File: src/rtl/pipe_pkg.sv
`default_nettype none
// ============================================================================
// Module      : pipe_pkg
// Description : Shared types and constants for the pipeline stage register.
// Revision    : 1.0
// ============================================================================
package pipe_pkg;

    typedef enum logic [1:0] {
        EMPTY = 2'd0,
        BUSY  = 2'd1,
        FULL  = 2'd2
    } pipe_state_e;

    localparam int CTRL_WREG   = 0;
    localparam int CTRL_M2REG  = 1;
    localparam int CTRL_WMEM   = 2;
    localparam int CTRL_BRANCH = 3;
    localparam int CTRL_ZERO   = 4;

    localparam int DEFAULT_DATA_W = 32;
    localparam int DEFAULT_CTRL_W = 8;
    localparam int DEFAULT_CNT_W  = 16;

endpackage
`default_nettype wire

File: src/rtl/pipe_stage_skid_sat_counter.sv
`default_nettype none
// ============================================================================
// Module      : sat_counter
// Description : Unsigned up-counter that sticks at its all-ones value.
// Revision    : 1.0
// ============================================================================
module sat_counter #(
    parameter int CNT_W = 16
) (
    input  logic             clk,
    input  logic             rst,
    input  logic             inc,
    output logic [CNT_W-1:0] count
);

    localparam logic [CNT_W-1:0] C_ONE = {{(CNT_W-1){1'b0}}, 1'b1};

    logic [CNT_W-1:0] count_q;
    logic [CNT_W-1:0] count_d;

    always_comb begin
        count_d = count_q;
        if (inc && (count_q != {CNT_W{1'b1}})) begin
            count_d = count_q + C_ONE;
        end
    end

    always_ff @(posedge clk or posedge rst) begin
        if (rst) begin
            count_q <= '0;
        end else begin
            count_q <= count_d;
        end
    end

    assign count = count_q;

endmodule
`default_nettype wire

File: src/rtl/pipe_stage_skid.sv
`default_nettype none
// ============================================================================
// Module      : pipe_stage_skid
// Description : Valid/ready pipeline stage with 2-entry skid, flush and
//               bubble-gated control bits plus saturating debug counters.
// Revision    : 1.0
// ============================================================================
module pipe_stage_skid
    import pipe_pkg::*;
#(
    parameter int DATA_W = DEFAULT_DATA_W,
    parameter int CTRL_W = DEFAULT_CTRL_W,
    parameter int CNT_W  = DEFAULT_CNT_W
) (
    input  logic              clk,
    input  logic              rst,
    input  logic              flush,
    input  logic              in_valid,
    output logic              in_ready,
    input  logic [DATA_W-1:0] in_data,
    input  logic [CTRL_W-1:0] in_ctrl,
    output logic              out_valid,
    input  logic              out_ready,
    output logic [DATA_W-1:0] out_data,
    output logic [CTRL_W-1:0] out_ctrl,
    output logic [CNT_W-1:0]  stall_cnt,
    output logic [CNT_W-1:0]  flush_cnt
);

    localparam logic [1:0] ST_EMPTY = EMPTY;
    localparam logic [1:0] ST_BUSY  = BUSY;
    localparam logic [1:0] ST_FULL  = FULL;

    logic [1:0]        state_q,     state_d;
    logic [DATA_W-1:0] main_data_q, main_data_d;
    logic [CTRL_W-1:0] main_ctrl_q, main_ctrl_d;
    logic [DATA_W-1:0] skid_data_q, skid_data_d;
    logic [CTRL_W-1:0] skid_ctrl_q, skid_ctrl_d;

    logic w_accept;
    logic w_consume;
    logic w_stall_inc;
    logic w_flush_inc;

    // Handshake outputs decode straight from the state flop: no comb path from out_ready.
    assign in_ready  = (state_q != ST_FULL);
    assign out_valid = (state_q != ST_EMPTY);
    assign out_data  = main_data_q;
    assign out_ctrl  = out_valid ? main_ctrl_q : '0;

    assign w_accept  = in_valid & in_ready;
    assign w_consume = out_valid & out_ready;

    always_comb begin
        state_d     = state_q;
        main_data_d = main_data_q;
        main_ctrl_d = main_ctrl_q;
        skid_data_d = skid_data_q;
        skid_ctrl_d = skid_ctrl_q;

        if (flush) begin
            state_d     = ST_EMPTY;
            main_ctrl_d = '0;
            skid_ctrl_d = '0;
        end else begin
            case (state_q)
                ST_EMPTY: begin
                    if (w_accept) begin
                        state_d     = ST_BUSY;
                        main_data_d = in_data;
                        main_ctrl_d = in_ctrl;
                    end
                end
                ST_BUSY: begin
                    if (w_accept && w_consume) begin
                        main_data_d = in_data;
                        main_ctrl_d = in_ctrl;
                    end else if (w_accept) begin
                        state_d     = ST_FULL;
                        skid_data_d = in_data;
                        skid_ctrl_d = in_ctrl;
                    end else if (w_consume) begin
                        state_d = ST_EMPTY;
                    end
                end
                ST_FULL: begin
                    if (w_consume) begin
                        state_d     = ST_BUSY;
                        main_data_d = skid_data_q;
                        main_ctrl_d = skid_ctrl_q;
                    end
                end
                default: begin
                    state_d = ST_EMPTY;
                end
            endcase
        end
    end

    always_ff @(posedge clk or posedge rst) begin
        if (rst) begin
            state_q     <= ST_EMPTY;
            main_data_q <= '0;
            main_ctrl_q <= '0;
            skid_data_q <= '0;
            skid_ctrl_q <= '0;
        end else begin
            state_q     <= state_d;
            main_data_q <= main_data_d;
            main_ctrl_q <= main_ctrl_d;
            skid_data_q <= skid_data_d;
            skid_ctrl_q <= skid_ctrl_d;
        end
    end

    assign w_stall_inc = out_valid & ~out_ready;
    assign w_flush_inc = flush & (state_q != ST_EMPTY);

    sat_counter #(.CNT_W(CNT_W)) u_stall_cnt (
        .clk   (clk),
        .rst   (rst),
        .inc   (w_stall_inc),
        .count (stall_cnt)
    );

    sat_counter #(.CNT_W(CNT_W)) u_flush_cnt (
        .clk   (clk),
        .rst   (rst),
        .inc   (w_flush_inc),
        .count (flush_cnt)
    );

endmodule
`default_nettype wire

File: config.mk
export PLATFORM = sky130hd
export DESIGN_NAME = pipe_stage_skid
export DESIGN_NICKNAME = d
export VERILOG_FILES = /design/src/rtl/pipe_pkg.sv /design/src/rtl/pipe_stage_skid_sat_counter.sv /design/src/rtl/pipe_stage_skid.sv
export SDC_FILE = /design/constraint.sdc
export NUM_CORES = 1
export LEC_CHECK = 0
export ABC_AREA = 1
export CELL_PAD_IN_SITES_DETAIL_PLACEMENT = 0
export CELL_PAD_IN_SITES_GLOBAL_PLACEMENT = 1
export CORE_MARGIN = 2
export CORE_UTILIZATION = 33
export CTS_CLUSTER_DIAMETER = 120
export CTS_CLUSTER_SIZE = 24
export DETAILED_ROUTE_END_ITERATION = 7
export PLACE_DENSITY = 0.69
export SYNTH_ARGS = -nofsm -noshare
export SYNTH_HDL_FRONTEND = slang
export SYNTH_SLANG_ARGS = --single-unit
File: constraint.sdc
create_clock -name clk -period 4.86 [get_ports clk]
set_clock_uncertainty 0.1 [all_clocks]
set_input_delay 0.972 -clock clk [delete_from_list [all_inputs] [get_ports clk]]
set_output_delay 0.972 -clock clk [all_outputs]
set_load 0.005 [all_outputs]
# Word level (Yosys, flattened, before mapping)
# Cells that the tools add are included.
[op_classes] add_sub_neg=2 n_eq_ne=14 n_mux=20 bitwise_logic=7 reduce_logical=14
[ops] operator="two-way mux 32 bit" n=3
[ops] operator="case mux 32 bit (3 select lines)" n=1
[ops] operator="two-way mux 8 bit" n=8
[ops] operator="adder 16 x 1 -> 16 bit (second input constant)" n=2
[ops] operator="!= test 16 bit (second input constant)" n=2
[ops] operator="case mux 8 bit (3 select lines)" n=1
[ops] operator="two-way mux 2 bit" n=6
[ops] operator="!= test 3 bit (second input constant)" n=4
[ops] operator="AND reduction 4 bit" n=3
[ops] operator="!= test 2 bit (second input constant)" n=5
[ops] operator="case mux 2 bit (3 select lines)" n=1
[ops] operator="nonzero test 2 bit" n=3
[ops] operator="AND reduction 5 bit" n=1
[ops] operator="bitwise AND 1 bit" n=4
[ops] operator="!= test 4 bit (second input constant)" n=1
[ops] operator="nonzero test 4 bit" n=1
[ops] operator="logical AND 1 bit" n=3
[ops] operator="inverter 1 bit" n=3
[ops] operator="AND reduction 3 bit" n=1
[ops] operator="nonzero test 3 bit" n=1
[ops] operator="== test 2 x 1 -> 1 bit (second input constant)" n=1
[ops] operator="== test 2 bit (second input constant)" n=1
[ops] operator="zero test 2 bit" n=1
[totals] reg_bits=114 in_bits=45 out_inout_bits=74 wordCells=64

# Longest topological paths before layout
# Gate-level depths: netlist (run 1).
[logic_depth] word_depth=7 ltp_mapped=11 mapped_depth_nobuf=10

# Hierarchy
# From an unflattened synthesis (run 1), not the netlist that was laid out.
[unflattened] hier_cells=768 hier_area_um2=6299.8
[modules_own_cells] module="pipe_stage_skid" n_inst=1 cells_each=468 area_per_inst_um2=4160.2 seq_area_each_um2=2052.0
[modules_own_cells] module="sat_counter" n_inst=2 cells_each=150 area_per_inst_um2=1069.8 seq_area_each_um2=400.4

# Worst setup path after synthesis (run 1)
# OpenSTA, ideal clock, no wires.
[synth_timing] path_type="reg-to-output" startpoint="reg state_q[0]" endpoint="out out_ctrl[0]" arrival_ns=0.916 required_time_ns=3.788 slack_ns=2.872 path_stages_with_launch=5 path_buffers=1 cell_sequence="dfrtp_1 > inv_1 > ha_1 > buf_6 > nor2_1"
[synth_via] elab_chain_len=2
[synth_lines] item="start, declared" line="pipe_stage_skid.sv:34" source="logic [1:0] state_q, state_d;"
[synth_lines] item="start signal, assigned" line="pipe_stage_skid.sv:108" source="state_q <= state_d;"
[synth_lines] item="nonzero test 2 bit" line="pipe_stage_skid.sv:47" source="assign out_valid = (state_q != ST_EMPTY);"
[synth_lines] item="two-way mux 8 bit" line="pipe_stage_skid.sv:49" source="assign out_ctrl = out_valid ? main_ctrl_q : '0;"
[synth_lines] item="end, declared" line="pipe_stage_skid.sv:25" source="output logic [CTRL_W-1:0] out_ctrl,"
# Every way passes these cells.

# Worst setup path in the final report (run 1)
[layout_timing] startpoint="reg state_q[0]" endpoint="out in_ready"
[layout_via] elab_chain_len=1
[layout_lines] item="!= test 2 bit" line="pipe_stage_skid.sv:46" source="assign in_ready = (state_q != ST_FULL);"
[layout_lines] item="end, declared" line="pipe_stage_skid.sv:19" source="output logic in_ready,"
# Every way passes these cells.

==> results of run 1 <==
## where the power goes
part	internal (W)	leakage, nW	switching, W
combinational	0.000633	1.94	0.000706
clock	0.000840	0.291	0.000435
sequential	0.00128	1.47	0.000223
## worst max-delay path: stages (launching register included)
cell and delay [ns]:
dfrtp_1 0.43, inv_1 0.13, ha_1 0.39, inv_1 0.18
clkdlybuf4s50_1 0.49
## per-stage QoR
step	util	setup WS, ns	power (W)	hold slack, ns	instance area [um^2]
5_1_grt	0.4498	1.617	0.004401	0.4010	7807
3_3_place_gp	0.4151	1.676	0.002836	0.3620	7204
3_5_place_dp	0.4151	1.528	0.002876	0.3668	7204
4_1_cts	0.4498	1.759	0.004179	0.3781	7807
6_report	0.4500	1.759	0.004119	0.3737	7810
2_1_floorplan	-	0.7723	0.002292	0.3419	5888
## metal layers
layer  share of wire  track usage  vias up
met3           0.047      0.04231       14
met4           0.013      0.05441        0
met1            0.48       0.2122     2355
met2            0.46       0.2548      100
li1                -            -     2596
met5               0            0        -
## cell type report
type                       instances  area, um^2  area share
timing repair buffer             122        1211      0.1551
clock inverter                    10       132.6     0.01698
antenna                            1       2.502   0.0003204
inverter                          80       305.3     0.03909
sequential                       114        2853      0.3653
clock buffer                      21       470.5     0.06024
multi-input combinational        529        2554      0.3270
tap                              225       281.5     0.03605
## synth_stat cells
cell | number | area share
clkbuf_1 | 7 | 0.0045
inv_4 | 1 | 0.0011
nand2_1 | 277 | 0.18
o21ai_2 | 33 | 0.049
nand3_1 | 29 | 0.025
nand4_1 | 15 | 0.016
nor2_1 | 56 | 0.036
nand3_2 | 1 | 0.0017
dfrtp_1 | 114 | 0.48
and3_1 | 1 | 0.0011
buf_1 | 1 | 0.00064
o21ai_1 | 6 | 0.0051
nand4_2 | 1 | 0.0021
a21oi_1 | 4 | 0.0034
inv_1 | 78 | 0.050
buf_6 | 9 | 0.017
o21ai_0 | 66 | 0.056
a211oi_1 | 4 | 0.0051
xnor2_1 | 6 | 0.0089
inv_2 | 1 | 0.00064
xor2_1 | 7 | 0.010
buf_2 | 8 | 0.0068
ha_1 | 7 | 0.015
nand2_4 | 2 | 0.0038
nand3_4 | 1 | 0.0030
nand3b_1 | 7 | 0.0089
nor2_2 | 2 | 0.0021
nor2_4 | 1 | 0.0019
nand2_2 | 3 | 0.0032
buf_4 | 1 | 0.0013
## registers in the layout, summed over array words and instances (netlist names)
signal,count
skid_ctrl_q,8
state_q,2
out_data,32
u_stall_cnt.count,16
u_flush_cnt.count,16
main_ctrl_q,8
skid_data_q,32
## logic make-up (layout without fill, tap and decap cells)
family / Yosys count / after routing / synth area share
AOI/OAI and AO/OA: 113 / 113 / 0.1188
xor gates and xnor gates: 13 / 13 / 0.01934
adders and majority gates: 7 / 7 / 0.01487
and+or+nand+nor: 396 / 396 / 0.2807
buffers and inverters: 106 / 233 / 0.08181
DFF: 114 / 114 / 0.4845
other: 0 / 1 / 0
## worst max path at each step
stage	endpoint	depth (start not counted)	from	slack [ns]
finish	in_ready	4	state_q[0]	1.76
global placement	out_data[10]	5	flush	1.68
global route	in_ready	4	state_q[0]	1.62
detailed placement	out_data[8]	5	flush	1.53
CTS	out_valid	4	state_q[0]	1.76
floorplan	main_ctrl_q[0]	1	rst	0.77
==> flow_summary.yaml, run 1 <==
outcome:
  outcome: "complete, no violations"
clocking:
  htree_levels: 4
  postCtsHoldBufs: 0
  cts_setup_buffers: 0
  clock_latency_ns: 0.41
  clkTransAtPathRegs_ns: 0.05
  clock-root-buffer: "clkbuf_16"
  cts_tree: "done"
  cts_buffers: 17
  cts.path.max_buffers: 2
  clkSinkCount: 114
  cts_resized: 0
yosys:
  syn_nets: 801
  yosysUniqueCellTypes: 30
  synthesis.area_um2: 5888
  synth_cells: 749
  synth-seq-area-share: 0.4845
  yosysWarnings: 0
  synth-seq-cells: 114
  avgSynthCellArea_um2: 7.861
final_layout:
  final_nets: 916
  final_common_cell: "nand2_1"
  fill_cells: 1733
  drive_gt1_frac: 0.09247
  final_cell_mix: "277 x nand2_1, 118 x clkdlybuf4s50_1, 114 x dfrtp_1"
  instances_no_fill: 1102
  areaGrowthSynthToFinish_pct: 32.64
timing:
  rsz0062_at_grt: "no"
  setup_viol: 0
  finalCritPeriodShare: 0.6382
  fmax_mhz: 322.4
  slew_viol_final: 0
  tightest_slew_ns: 0.9302
  maxSlewHeadroom: 0.3799
  timing.setup.tns_ns: 0
  hold_violations: 0
  fin_crit_ns: 3.101
critical_path:
  endpoint_kind: "primary output"
  required_ns: 3.79
  reg2reg_depth: 8
  worst-path-max-fanout: 11
  setup.worst_path.start_class: "flip-flop"
  r2r_start: "state_q[0]"
  path_class: "flip-flop to primary output"
  cp.arrival_ns: 2.03
  reg2reg_slack_ns: 2.23
  r2r_end: "out_data[6]"
global_route:
  grt_pass1_vias: 4815
  grt_first_pass_wirelength_um: 23710
  grt.overflow.total: 0
  antenna_found_initial: 0
  grt_start_max_net_pins: 69
  grtUsageTotal: 0.1604
worst_hold_path:
  holdPathStages: 2
  hold_class: "flip-flop to flip-flop"
  min_to: "main_ctrl_q[2]"
  hold_path.startpoint: "main_ctrl_q[2]"
die:
  start_util: 0.3392
  die_area_um2: 18930
  die_h_um: 137.6
  num_rows: 48
  die_w_um: 137.6
  coreArea_um2: 17360
  io_pins: 119
power_and_ir_drop:
  vdd_ir_drop_max_uv: 290.5
  cellLeakagePower_nw: 3.700
  power_density_nw_per_um2: 527.4
detailed_routing:
  drt_pass1_iterations: 4
  viasPerCell: 4.596
  drc_errors: 0
  vias: 5065
  ant_nets: 0
  drt_iter0_markers: 292
  routedWlPerCell_um: 13.06
  drt_wl_total_um: 14390
job:
  drv_cap: 0
placement:
  detailedPlacementHpwl_um: 10040
  portBuffers: 118
  dpl.cell_count: 1070
  gp_congestion: 0.7757
Power figures use the tool's default switching activity.
==> run 2: changes to the inputs <==
--- a/config.mk
+++ b/config.mk
@@ -13,7 +13,7 @@
 export CTS_CLUSTER_DIAMETER = 120
 export CTS_CLUSTER_SIZE = 24
 export DETAILED_ROUTE_END_ITERATION = 7
-export PLACE_DENSITY = 0.69
+export PLACE_DENSITY = 0.71
 export SYNTH_ARGS = -nofsm -noshare
 export SYNTH_HDL_FRONTEND = slang
 export SYNTH_SLANG_ARGS = --single-unit
==> constraint.sdc (replaced) <==
create_clock -name clk -period 2.8 [get_ports clk]
set_clock_uncertainty 0.1 [all_clocks]
set_input_delay 0.56 -clock clk [delete_from_list [all_inputs] [get_ports clk]]
set_output_delay 0.56 -clock clk [all_outputs]
set_load 0.005 [all_outputs]
==> run 2 against run 1 <==
Combinational power increased by 74%. Critical path depth unchanged. Sequential share of layout area decreased by 0.45 points. First-iteration DRC count decreased by 0.34%. Via count increased by 1.2%. Sequential cell count unchanged. Register-to-register slack got worse by 1.8 ns. Final cell count increased by 0.54%. Worst setup slack got worse by 1.6 ns. Critical path type unchanged. Critical endpoint is now out_valid.
==> flow_summary.yaml, run 2 (synthesis results as in run 1) <==
critical_path:
  endpoint_kind: "primary output"
  required_ns: 2.14
  r2r_end: "out_data[11]"
  reg2reg_slack_ns: 0.48
  path_class: "flip-flop to primary output"
  worst-path-max-fanout: 10
  cp.arrival_ns: 1.98
  r2r_start: "state_q[0]"
  setup.worst_path.start_class: "flip-flop"
  reg2reg_depth: 9
outcome:
  outcome: "complete, no violations"
placement:
  gp_congestion: 0.7770
  dpl.cell_count: 1076
  portBuffers: 118
  detailedPlacementHpwl_um: 10000
clocking:
  clkTransAtPathRegs_ns: 0.05
  cts.path.max_buffers: 2
  clock-root-buffer: "clkbuf_16"
  clock_latency_ns: 0.41
  cts_buffers: 17
  cts_setup_buffers: 0
  cts_tree: "done"
  postCtsHoldBufs: 0
  cts_resized: 0
  clkSinkCount: 114
  htree_levels: 4
timing:
  maxSlewHeadroom: 0.5512
  fin_crit_ns: 2.645
  timing.setup.tns_ns: 0
  finalCritPeriodShare: 0.9446
  tightest_slew_ns: 0.6732
  slew_viol_final: 0
  fmax_mhz: 378.1
  setup_viol: 0
  hold_violations: 0
  rsz0062_at_grt: "no"
detailed_routing:
  drc_errors: 0
  ant_nets: 0
  viasPerCell: 4.626
  drt_iter0_markers: 291
  drt_wl_total_um: 14360
  routedWlPerCell_um: 12.96
  drt_pass1_iterations: 4
  vias: 5126
global_route:
  grt.overflow.total: 0
  grt_pass1_vias: 4890
  grt_first_pass_wirelength_um: 23960
  antenna_found_initial: 1
  grt_start_max_net_pins: 115
  grtUsageTotal: 0.1627
final_layout:
  areaGrowthSynthToFinish_pct: 34.28
  insertedDiodeCount: 0
  final_common_cell: "nand2_1"
  final_nets: 922
  fin_util: 0.4555
  instances_no_fill: 1108
  drive_gt1_frac: 0.1008
  fill_cells: 1688
  final_cell_mix: "277 x nand2_1, 118 x clkdlybuf4s50_1, 114 x dfrtp_1"
die:
  die_w_um: 137.6
  start_util: 0.3392
  io_pins: 119
  die_h_um: 137.6
  coreArea_um2: 17360
  die_area_um2: 18930
  num_rows: 48
power_and_ir_drop:
  cellLeakagePower_nw: 3.752
  power_density_nw_per_um2: 922.3
  vdd_ir_drop_max_uv: 426.3
worst_hold_path:
  min_to: "main_ctrl_q[0]"
  hold_path.startpoint: "main_ctrl_q[0]"
  holdPathStages: 2
  hold_class: "flip-flop to flip-flop"
job:
  drv_cap: 0
-- run 2: cell count changes in the layout (fill, tap and decap cells not counted), sizes merged --
cell	previous run	this run
clkinvlp	3	1
inv	79	80
buf	4	10
bufinv	3	4
clkinv	5	9
clkbuf	21	18
diode	1	0
-- run 2: area by class of cell --
type / instances / area, um^2 / share of cell area
Clock buffer: 18 / 439.2 / 0.05555
Clock inverter: 14 / 203.9 / 0.02580
Inverter: 80 / 306.5 / 0.03877
Multi-Input combinational cell: 529 / 2554 / 0.3230
Sequential cell: 114 / 2853 / 0.3608
Tap cell: 225 / 281.5 / 0.03561
Timing Repair Buffer: 128 / 1269 / 0.1605
-- run 2: critical path: stages, from the launching register on --
cell and delay [ns]:
dfrtp_1 0.41, inv_1 0.10, ha_1 0.34, inv_4 0.17, clkdlybuf4s50_1 0.55
-- run 2: power by group --
| group | switching [W] | internal [W] |
|---|---|---|
| logic | 0.00122 | 0.00112 |
| registers | 0.000391 | 0.00222 |
| clock network | 0.000821 | 0.00153 |
| total | 0.00243 | 0.00486 |
-- run 2: how the worst max path moves through the flow --
stage | from | endpoint | slack (ns)
2_1_floorplan | rst | main_ctrl_q[0] | 0.75
3_3_place_gp | out_ready | out_data[17] | 0.38
4_1_cts | state_q[0] | out_valid | 0.1
6_report | state_q[0] | out_valid | 0.16
5_1_grt | state_q[0] | out_valid | 0.006
3_5_place_dp | out_ready | out_data[11] | 0.35
-- run 2: layer usage --
layer	GRT usage	up-vias	routed length, um
met2	0.2452	126	6591
met5	0	-	0
li1	-	2604	-
met3	0.04746	12	755
met4	0.06128	0	136
met1	0.2212	2384	6879
-- run 2: through the flow --
stage	cell area, um^2	worst slack [ns]	total power, W	hold WS (ns)
floorplan	5892	0.7546	0.003979	0.3419
global placement	7263	0.3796	0.004930	0.3578
detailed placement	7263	0.3506	0.004997	0.3607
CTS	7906	0.09652	0.007411	0.3748
global route	7906	0.006351	0.007809	0.3945
finish	7906	0.1551	0.007292	0.3715
==> run 3: changes to the inputs <==
--- a/config.mk
+++ b/config.mk
@@ -13,7 +13,7 @@
 export CTS_CLUSTER_DIAMETER = 120
 export CTS_CLUSTER_SIZE = 24
 export DETAILED_ROUTE_END_ITERATION = 7
-export PLACE_DENSITY = 0.71
+export PLACE_DENSITY = 0.82
 export SYNTH_ARGS = -nofsm -noshare
 export SYNTH_HDL_FRONTEND = slang
 export SYNTH_SLANG_ARGS = --single-unit
==> run 3 against run 2 <==
Power decreased by 0.95%. Sequential share of layout area decreased by 0.10 points. Worst hold slack improved by 0.0014 ns. Critical path type unchanged. Fmax increased by 2.4%. Via count decreased by 1.8%. First-iteration DRC count decreased by 27%. Highest routed layer unchanged.
==> flow_summary.yaml, run 3 (synthesis results as in run 1) <==
die:
  num_rows: 48
  die_area_um2: 18930
  io_pins: 119
  start_util: 0.3392
  coreArea_um2: 17360
  die_w_um: 137.6
  die_h_um: 137.6
critical_path:
  slowest_delay_ns: 0.53
  r2r_start: "state_q[0]"
  startpoint: "state_q[0]"
  crit_path_top_delay_cell: "clkdlybuf4s50_1"
  cp.arrival_ns: 1.92
  worst-path-max-fanout: 10
  setup.worst_path.start_class: "flip-flop"
  crit_chain: "inv_1, ha_2, nor2_1, clkdlybuf4s50_1"
  path_class: "flip-flop to primary output"
  endpoint_kind: "primary output"
  required_ns: 2.14
timing:
  fmax_mhz: 387.3
  slew_viol_final: 0
  fin_crit_ns: 2.582
  tightest_slew_ns: 0.6092
  setup_viol: 0
  timing.setup.tns_ns: 0
  hold_violations: 0
  rsz0062_at_grt: "no"
  finalCritPeriodShare: 0.9222
  maxSlewHeadroom: 0.5939
clocking:
  cts_buffers: 17
  cts_setup_buffers: 0
  htree_levels: 4
  cts.path.max_buffers: 2
  clock_latency_ns: 0.40
  postCtsHoldBufs: 0
  clkSinkCount: 114
  clock-root-buffer: "clkbuf_16"
  cts_tree: "done"
  cts_resized: 0
  clkTransAtPathRegs_ns: 0.06
placement:
  detailedPlacementHpwl_um: 9796
  dpl.cell_count: 1077
  gp_congestion: 0.8259
  portBuffers: 118
job:
  drv_cap: 0
final_layout:
  drive_gt1_frac: 0.1041
  final_common_cell: "nand2_1"
  final_cell_mix: "277 x nand2_1, 118 x clkdlybuf4s50_1, 114 x dfrtp_1"
  instances_no_fill: 1109
  areaGrowthSynthToFinish_pct: 34.66
  insertedDiodeCount: 0
  final_nets: 923
detailed_routing:
  drc_errors: 0
  drt_pass1_iterations: 4
  viasPerCell: 4.540
  ant_nets: 0
  vias: 5035
  drt_iter0_markers: 211
  drt_wl_total_um: 13910
  routedWlPerCell_um: 12.54
global_route:
  grt_pass1_vias: 4779
  grtUsageTotal: 0.1572
  grt_first_pass_wirelength_um: 23380
  antenna_found_initial: 1
  grt.overflow.total: 0
  grt_start_max_net_pins: 69
outcome:
  outcome: "complete, no violations"
power_and_ir_drop:
  power_density_nw_per_um2: 911.0
  vdd_ir_drop_max_uv: 445.2
  cellLeakagePower_nw: 3.752
worst_hold_path:
  hold_path.startpoint: "main_ctrl_q[1]"
  hold_class: "flip-flop to flip-flop"
==> run 3: changes by cell type in the layout (fill, tap and decap cells not counted), sizes merged <==
cell	change
clkinvlp	+2
inv	+3
bufinv	-1
clkinv	-4
buf	+1
==> run 3: area by class of cell <==
type	instances	area (um^2)
clock inverters	14	176.4
fillers	1714	9428
repair buffers	129	1314
well taps	225	281.5
flip-flops and latches	114	2853
clock buffers	18	439.2
inverters	80	306.5
multi-input cells	529	2559
==> run 3: path summary, 6_finish.rpt <==
path	to	slack (ns)	cells past startpoint
setup / recovery	out_ctrl[3]	0.22	4
hold / removal	main_ctrl_q[1]	0.37	2
setup reg to reg	out_data[4]	0.68	9
hold reg to reg	main_ctrl_q[1]	0.37	2
max in group asynchronous	skid_ctrl_q[0]	1.62	3
min in group asynchronous	u_stall_cnt.count[9]	0.39	2
==> run 3: per-stage QoR <==
stage / area, um^2 / power [W] / util / worst slack [ns] / hold WS (ns)
after CTS: 7924 / 0.007325 / 0.4565 / 0.04599 / 0.3740
after global placement: 7308 / 0.004969 / 0.4211 / 0.4034 / 0.3579
after floorplan: 5892 / 0.003979 / - / 0.7546 / 0.3419
after global routing: 7929 / 0.007734 / 0.4568 / 0.08629 / 0.3907
after detailed placement: 7308 / 0.005013 / 0.4211 / 0.3650 / 0.3677
final: 7929 / 0.007223 / 0.4568 / 0.2179 / 0.3729
==> run 3: critical path: cells and delay by family, from the launching register on <==
family                   cells  cell delay (ns)
adder cells (fa/ha/maj)      1             0.28
buffers and inverters        2             0.64
flip-flops                   1             0.41
AND/OR/NAND/NOR              1             0.19
==> run 3: layer usage <==
metal / vias up / GRT usage / wire length (um)
li1: 2612 / - / -
met1: 2293 / 0.2068 / 6566
met2: 116 / 0.2457 / 6310
met3: 14 / 0.05114 / 864
met4: 0 / 0.04926 / 165
met5: - / 0 / 0
==> run 3: where the power goes <==
group	total, W	switching (W)	internal [W]
Combinational	0.00235	0.00120	0.00115
Sequential	0.00262	0.000401	0.00222
Clock	0.00225	0.000819	0.00143
